## config.mk

```make
export PLATFORM = sky130hd
export DESIGN_NAME = lifo_ctl
export DESIGN_NICKNAME = d
export VERILOG_FILES = /design/src/rtl/lifo_ctl.sv
export SDC_FILE = /design/constraint.sdc
export NUM_CORES = 1
export LEC_CHECK = 0
export BUFFER_PORTS_ARGS = -buffer_cell sky130_fd_sc_hd__buf_2
export CORE_ASPECT_RATIO = 1.4
export CORE_MARGIN = 10
export CORE_UTILIZATION = 30
export CTS_BUF_LIST = sky130_fd_sc_hd__clkbuf_8 sky130_fd_sc_hd__clkbuf_16
export DETAILED_ROUTE_END_ITERATION = 10
export GPL_TIMING_DRIVEN = 0
export SLEW_MARGIN = 25
export SYNTH_ARGS = -nofsm -noshare
export SYNTH_HDL_FRONTEND = slang
export SYNTH_SLANG_ARGS = --single-unit
```

## constraint.sdc

```tcl
create_clock -name i_clk -period 3.51 [get_ports i_clk]
set_input_delay 0.5265 -clock i_clk [delete_from_list [all_inputs] [get_ports i_clk]]
set_output_delay 0.5265 -clock i_clk [all_outputs]
set_load 0.02 [all_outputs]
```

## src/rtl/lifo_ctl.sv

```systemverilog
// Command front end for the lifo_se register stack: tracks live depth, issues only
// safe stack effects, and latches sticky under/overflow errors until cleared.
module lifo_ctl #(
   parameter  int WIDTH = 8,
   parameter  int DEPTH = 12,
   localparam int DW    = $clog2(DEPTH + 1)
) (
   input  logic             i_clk,
   input  logic             i_rst,
   input  logic             i_valid,
   output logic             o_ready,
   input  logic [2:0]       i_op,
   input  logic [WIDTH-1:0] i_data,
   output logic [2:0]       o_se,
   output logic [WIDTH-1:0] o_data,
   output logic [DW-1:0]    o_depth,
   output logic [DW-1:0]    o_hwm,
   output logic             o_underflow,
   output logic             o_overflow,
   output logic [2:0]       o_err_op,
   input  logic             i_clr_err
);

   localparam logic [2:0] SE_NONE = 3'd0;
   localparam logic [2:0] SE_DROP = 3'd1;
   localparam logic [2:0] SE_PUSH = 3'd2;
   localparam logic [2:0] SE_RPLC = 3'd3;
   localparam logic [2:0] SE_SWAP = 3'd4;
   localparam logic [2:0] SE_ROT3 = 3'd5;
   localparam logic [2:0] SE_RROT = 3'd6;
   localparam logic [2:0] SE_ALU2 = 3'd7;

   logic          accept;
   logic          legal;
   logic          is_push;
   logic [DW-1:0] next_depth;

   assign o_ready = !(o_underflow | o_overflow) & !i_clr_err;
   assign accept  = i_valid & o_ready;
   assign is_push = (i_op == SE_PUSH);

   // Legality depends only on the depth before the request; illegal ops never move
   // the counter, which is what keeps it from wrapping.
   always_comb begin
      legal      = 1'b0;
      next_depth = o_depth;
      case (i_op)
         SE_NONE: legal = 1'b1;
         SE_DROP: begin
            legal      = (o_depth >= DW'(1));
            next_depth = o_depth - DW'(1);
         end
         SE_PUSH: begin
            legal      = (o_depth < DW'(DEPTH));
            next_depth = o_depth + DW'(1);
         end
         SE_RPLC: legal = (o_depth >= DW'(1));
         SE_SWAP: legal = (o_depth >= DW'(2));
         SE_ROT3: legal = (o_depth >= DW'(3));
         SE_RROT: legal = (o_depth >= DW'(3));
         SE_ALU2: begin
            legal      = (o_depth >= DW'(2));
            next_depth = o_depth - DW'(1);
         end
         default: legal = 1'b0;
      endcase
   end

   always_ff @(posedge i_clk or posedge i_rst) begin
      if (i_rst) begin
         o_se        <= SE_NONE;
         o_data      <= '0;
         o_depth     <= '0;
         o_hwm       <= '0;
         o_underflow <= 1'b0;
         o_overflow  <= 1'b0;
         o_err_op    <= SE_NONE;
      end else begin
         o_se <= SE_NONE;
         if (i_clr_err) begin
            o_underflow <= 1'b0;
            o_overflow  <= 1'b0;
            o_err_op    <= SE_NONE;
            o_hwm       <= o_depth;
         end else if (accept) begin
            if (legal) begin
               o_se    <= i_op;
               o_data  <= i_data;
               o_depth <= next_depth;
               if (next_depth > o_hwm)
                  o_hwm <= next_depth;
            end else begin
               // Accept implies no flag is set yet, so this is always the first fault.
               if (is_push)
                  o_overflow <= 1'b1;
               else
                  o_underflow <= 1'b1;
               if (!(o_underflow | o_overflow))
                  o_err_op <= i_op;
            end
         end
      end
   end

endmodule

```

; Yosys cells after proc, flatten, opt, wreduce, memory -nomap -nowiden
; Index checks and enable logic that the tools add are counted.
[word_totals]
register_bits = 24
wordCells = 65
in_bits = 15
output_inout_bits = 25
[op_classes]
mux = 21
n_addsub = 2
n_reduce_logical = 16
bitwise = 4
order_cmp = 5
n_eq_ne = 10
[op_table]
columns = op, n
row1 = 2-to-1 mux 3 bit, 7
row2 = 2-to-1 mux 4 bit, 4
row3 = AND reduction 3 bit, 5
row4 = == test 3 bit (second input constant), 4
row5 = greater-or-equal comparator 4 x 2 -> 1 bit (second input constant), 2
row6 = 2-to-1 mux 1 bit, 8
row7 = case mux 4 bit (2 select lines), 1
row8 = nonzero test 2 bit, 4
row9 = OR reduction 2 bit, 4
row10 = == test 3 x 2 -> 1 bit (second input constant), 2
row11 = != test 2 bit (second input constant), 3
row12 = case mux 1 bit (5 select lines), 1
row13 = adder 4 x 1 -> 4 bit (second input constant), 1
row14 = greater-or-equal comparator 4 x 1 -> 1 bit (second input constant), 1
row15 = greater-than comparator 4 bit, 1
row16 = < comparator 4 bit (second input constant), 1
row17 = subtractor 4 x 1 -> 4 bit (second input constant), 1
row18 = == test 3 x 1 -> 1 bit (second input constant), 1
row19 = logical NOT 3 bit, 1
row20 = bitwise AND 1 bit, 2
row21 = logical NOT 1 bit, 2
row22 = NOT 1 bit, 1
row23 = bitwise OR 1 bit, 1

; Logic depth before layout (Yosys ltp)
[logic_depth]
word_depth = 8
mapped_depth = 13
depth_no_buf = 12

; Least setup slack after synthesis
; Ideal clock, no wire load.
[synth_path]
path_type = in2reg
startpoint = in i_op[1]
endpoint = reg o_hwm[1]
n_path_buf = 1
stages = 10
arrival_ns = 2.520
required_time_ns = 3.406
setup_slack_ns = 0.886
setup_time_ns = 0.104
cell_sequence = buf_4 > xnor2_1 > nand2_1 > o41a_1 > xnor2_1 > ha_1 > and4_1 > a21o_1 > or3_1 > o311ai_1
[synth_between]
word_cells_on_any_way = 22
cone_classes = order compare (1) / eq/ne (7) / mux (6) / reduce/logical (8)
[synth_rtl]
columns = item, line_no
row1 = from (decl), 12  ; input logic [2:0] i_op,
row2 = == test 3 bit or == test 3 x 1 -> 1 bit (tied branches), 47  ; case (i_op)
row3 = OR reduction 2 bit (no source line), --
row4 = case mux 4 bit (2 select lines) *, 47
row5 = via next_depth[3], 36  ; logic [DW-1:0] next_depth;
row6 = greater-than comparator 4 bit *, 90  ; if (next_depth > o_hwm)
row7 = nonzero test 2 bit (no source line) *, --
row8 = AND reduction 3 bit (no source line) *, --
row9 = to (signal assigned), 84  ; o_hwm <= o_depth;
row10 = to (signal assigned), 91  ; o_hwm <= next_depth;
row11 = to (decl), 17  ; output logic [DW-1:0] o_hwm,
; The timed path passes the listed nets; every way through them passes the cells marked *. The select of a mux whose other input is x is not followed.
; A chain may end at the register's enable or synchronous reset.

; Worst setup path after layout
[layout_path]
startpoint = reg o_depth[1]
endpoint = reg o_hwm[0]
[layout_between]
elab_chain_len = 5
word_cells_on_any_way = 12
cone_classes = add/sub (2) / order compare (5) / mux (2) / reduce/logical (3)
[layout_rtl]
columns = item, line_no
row1 = from (decl), 16  ; output logic [DW-1:0] o_depth,
row2 = from (signal assigned), 89  ; o_depth <= next_depth;
row3 = subtractor 4 x 1 -> 4 bit or adder 4 x 1 -> 4 bit (tied branches), "51, 63, 55"
row4 = case mux 4 bit (2 select lines) *, 47
row5 = via next_depth[1], 36
row6 = greater-than comparator 4 bit *, 90
row7 = nonzero test 2 bit (no source line) *, --
row8 = AND reduction 3 bit (no source line) *, --
; The timed path passes the listed nets; every way through them passes the cells marked *.

==> impl_metrics.env <==
export IMPL_status="completed"
export IMPL_grt_overflow=0
export IMPL_ys_seq_elements=24
export IMPL_yosysTopAreaCell="dfrtp_1"
export IMPL_cts_setup_buffers=0
export IMPL_worstRegToRegCells=13
export IMPL_timing_final_crit_share_pct=79.3
export IMPL_cts_resized=0
export IMPL_worst_pin_slew_ps=865
export IMPL_fp_dieArea_um2=8270
export IMPL_io_pins=40
export IMPL_maxCapViolations=0
export IMPL_dpl_cell_count=259
export IMPL_stdcell_area_um2=1840
export IMPL_diodes=0
export IMPL_synth_top_area_share_pct=40.0
export IMPL_ys_warn_count=0
export IMPL_syn_to_final_growth_pct=22.8
export IMPL_cts_tree="done"
export IMPL_htreeDepth=1
export IMPL_nets=222
export IMPL_worst_setup_path_end_kind="flop"
export IMPL_register_area_um2=601
export IMPL_multi_input_area_um2=801
export IMPL_cpPeakStageDelay_ps=380
export IMPL_crit_family="compound AO/OA/AOI/OAI gates"
export IMPL_dp_hpwl_um=2880
export IMPL_vias=1219
export IMPL_antenna_left=0
export IMPL_worstPathArrival_ps=2930
export IMPL_start_util_pct=31.0
export IMPL_portBuffers=38
export IMPL_clock_latency_ps=270
export IMPL_ctsHoldBuffers=0
export IMPL_fin_skew_ps=2.11
export IMPL_finalWirelength_um=3610
export IMPL_grt_pass1_vias=1242
export IMPL_period_minus_slack_ps=2780
export IMPL_p_per_area_nw_per_um2=839
export IMPL_cts_root_buf="clkbuf_8"
export IMPL_nFillCells=496
export IMPL_grt_start_max_net_pins=25
export IMPL_first_pass_iters=4
export IMPL_hold_viol_final=0
export IMPL_slew_headroom_pct=42.0
export IMPL_cp_required_ps=3650
export IMPL_final_util_pct=38.0
export IMPL_antenna_found_initial=0
export IMPL_seq_area_frac_synth_pct=40.0
export IMPL_track_usage_pct=9.07
export IMPL_r2r_slack_ps=730
export IMPL_crit_start="o_depth[1]$_DFFE_PP0P_"
export IMPL_numCtsBuffers=3
export IMPL_rsz0062_at_grt="no"
export IMPL_clockBufferDepth=2
export IMPL_critical_path_cell_chain="buf_2, inv_1, ha_1, o21ai_0, a21o_1, o211ai_1, inv_1, ha_1, nor2b_1, o211ai_1, a21oi_1, a32oi_1, o311ai_1"
export IMPL_critPathMaxFanout=8
export IMPL_grt_pass1_wl_um=6300
export IMPL_synth_fp_nets=179
export IMPL_hp_class="input pin to asynchronous set/reset pin"
export IMPL_hold_slack_ps=313
export IMPL_syn_instance_count=157
export IMPL_path_class="flop to flop"
export IMPL_fp_coreArea_um2=4840
export IMPL_leakagePower_nw=0.924
export IMPL_avgSynthCellArea_um2=9.56
export IMPL_ys_types=42
export IMPL_ys_top_cells_by_area="dfrtp_1 (40%), nand2_1 (8.3%), ha_1 (5.8%), nor2_1 (3.5%), xnor2_1 (3.5%)"
export IMPL_netlist_area_um2=1500
export IMPL_rr_startpoint="o_depth[1]$_DFFE_PP0P_"
export IMPL_finalSetupViolations=0
export IMPL_drc=0
export IMPL_clock_sinks=24
export IMPL_fp_row_count=30
export IMPL_clk_pin_slew_ps=90
export IMPL_ir_drop_mv=0.254
export IMPL_placed_area_um2=1770
export IMPL_drive_above_1_share_pct=29.6
export IMPL_fp_dieH_um=104
export IMPL_endpoint="o_hwm[0]$_DFFE_PP0P_"
export IMPL_vias_per_cell=4.63
export IMPL_path_depth=13
export IMPL_start_kind="flop"
export IMPL_maxSlewViolCount=0
export IMPL_fin_cells=263
export IMPL_crit_buf_inv=3
export IMPL_gp_congestion=0.728
export IMPL_die_w_um=79.8
export IMPL_finalSetupTns_ps=0
export IMPL_first_iter_violations=36
export IMPL_r2r_end="o_hwm[0]$_DFFE_PP0P_"
export IMPL_wl_per_cell_um=13.7
export IMPL_max_freq_ghz=0.359
export IMPL_cpMaxStageDelayCell="dfrtp_1"
[cell type report]
| class | instances | share of cell area [%] |
|---|---|---|
| timing repair buffer | 38 | 10.3 |
| clock buffer | 3 | 2.24 |
| buffer | 10 | 3.74 |
| sequential | 24 | 32.6 |
| multi-input combinational | 115 | 43.5 |
| tap | 64 | 4.35 |
| clock inverter | 1 | 1.63 |
| inverter | 8 | 1.63 |
[stage by stage]
step / power, mW / worst slack [ps]
final: 1.54 / 726
after global routing: 1.69 / 402
after CTS: 1.57 / 713
after detailed placement: 1.32 / 564
after global placement: 1.30 / 572
after floorplan: 1.07 / 886
[logic make-up (layout without fill, tap and decap cells)]
group	count (synthesis)	count (layout)	share of synthesized area, %
adder cells (fa/ha/maj)	8	8	6.51
multiplexers	5	5	4.17
AND/OR/NAND/NOR	73	73	25.8
buffers and inverters	18	60	6.59
flip-flops	24	24	40.0
AO/OA/AOI/OAI	21	21	11.0
XOR/XNOR	8	8	5.92
[sequential cells by signal (all words and copies together), names as in the netlist]
name	flops
o_data	8
o_depth	4
o_hwm	4
o_err_op	3
o_se	3
o_overflow	1
o_underflow	1
[metal layers]
metal  up-vias  track usage, %  part of all wire (%)
met5         -               0                     0
met3         4            1.64                   3.2
li1        620               -                     -
met4         0            2.27                   1.0
met1       574            11.4                    44
met2        21            15.2                    52
[placed cells by master (no fill, tap or decap), types with 2 or more instances in the layout]
master    Yosys  final
buf_2         4     42
nand2_1      33     33
dfrtp_1      24     24
nor2_1       14     14
inv_1         8      7
ha_1          7      7
xnor2_1       6      6
nand3_1       5      5
a21oi_1       4      4
mux2i_1       4      4
nor3_1        3      3
nor4b_2       3      3
o311ai_1      3      3
o21ai_0       3      3
clkbuf_8      0      3
buf_4         2      2
and4_1        2      2
buf_6         2      2
o211ai_1      2      2
a21o_1        2      2
a32oi_1       2      2
and2_1        2      2
nand4_1       2      2
[worst reg2reg max path: stages (launching register included)]
cell      delay, ps
dfrtp_1         380
buf_2           220
inv_1           110
ha_1            330
o21ai_0          90
a21o_1          180
o211ai_1        130
inv_1            80
ha_1            280
nor2b_1         130
o211ai_1        190
a21oi_1         180
a32oi_1         230
o311ai_1        120
[cell usage after synthesis, drive strengths merged]
library cell	count
nand2b	1
o21bai	1
a211oi	1
nor4b	3
o311ai	3
o211ai	2
nand4b	1
nor3	3
nor2b	1
and2	3
o41a	1
nor2	14
clkbuf	2
nand2	33
a32oi	2
nand4	3
ha	7
buf	8
dfrtp	24
a22oi	1
and4	2
inv	8
a21oi	5
nand3	5
a21o	2
o21ai	3
and2b	1
xor2	1
xnor2	7
nor3b	1
or3	1
mux2i	5
and4bb	1
maj3	1
[where the power goes]
group          internal (mW)  leakage, nW  switching (mW)
registers              0.374        0.309          0.0597
logic                  0.327        0.579           0.536
clock network          0.153       0.0357          0.0943
[how the worst min path moves through the flow]
stage,from,endpoint,slack [ps]
3_5_place_dp,o_data[6]$_DFFE_PP0P_,o_data[6]$_DFFE_PP0P_,460
5_1_grt,i_rst,o_data[5]$_DFFE_PP0P_,370
4_1_cts,i_data[2],o_data[2]$_DFFE_PP0P_,440
2_1_floorplan,i_rst,o_data[0]$_DFFE_PP0P_,540
6_report,i_rst,o_data[5]$_DFFE_PP0P_,310
3_3_place_gp,o_data[4]$_DFFE_PP0P_,o_data[4]$_DFFE_PP0P_,450
(Power assumes the default switching activity.)
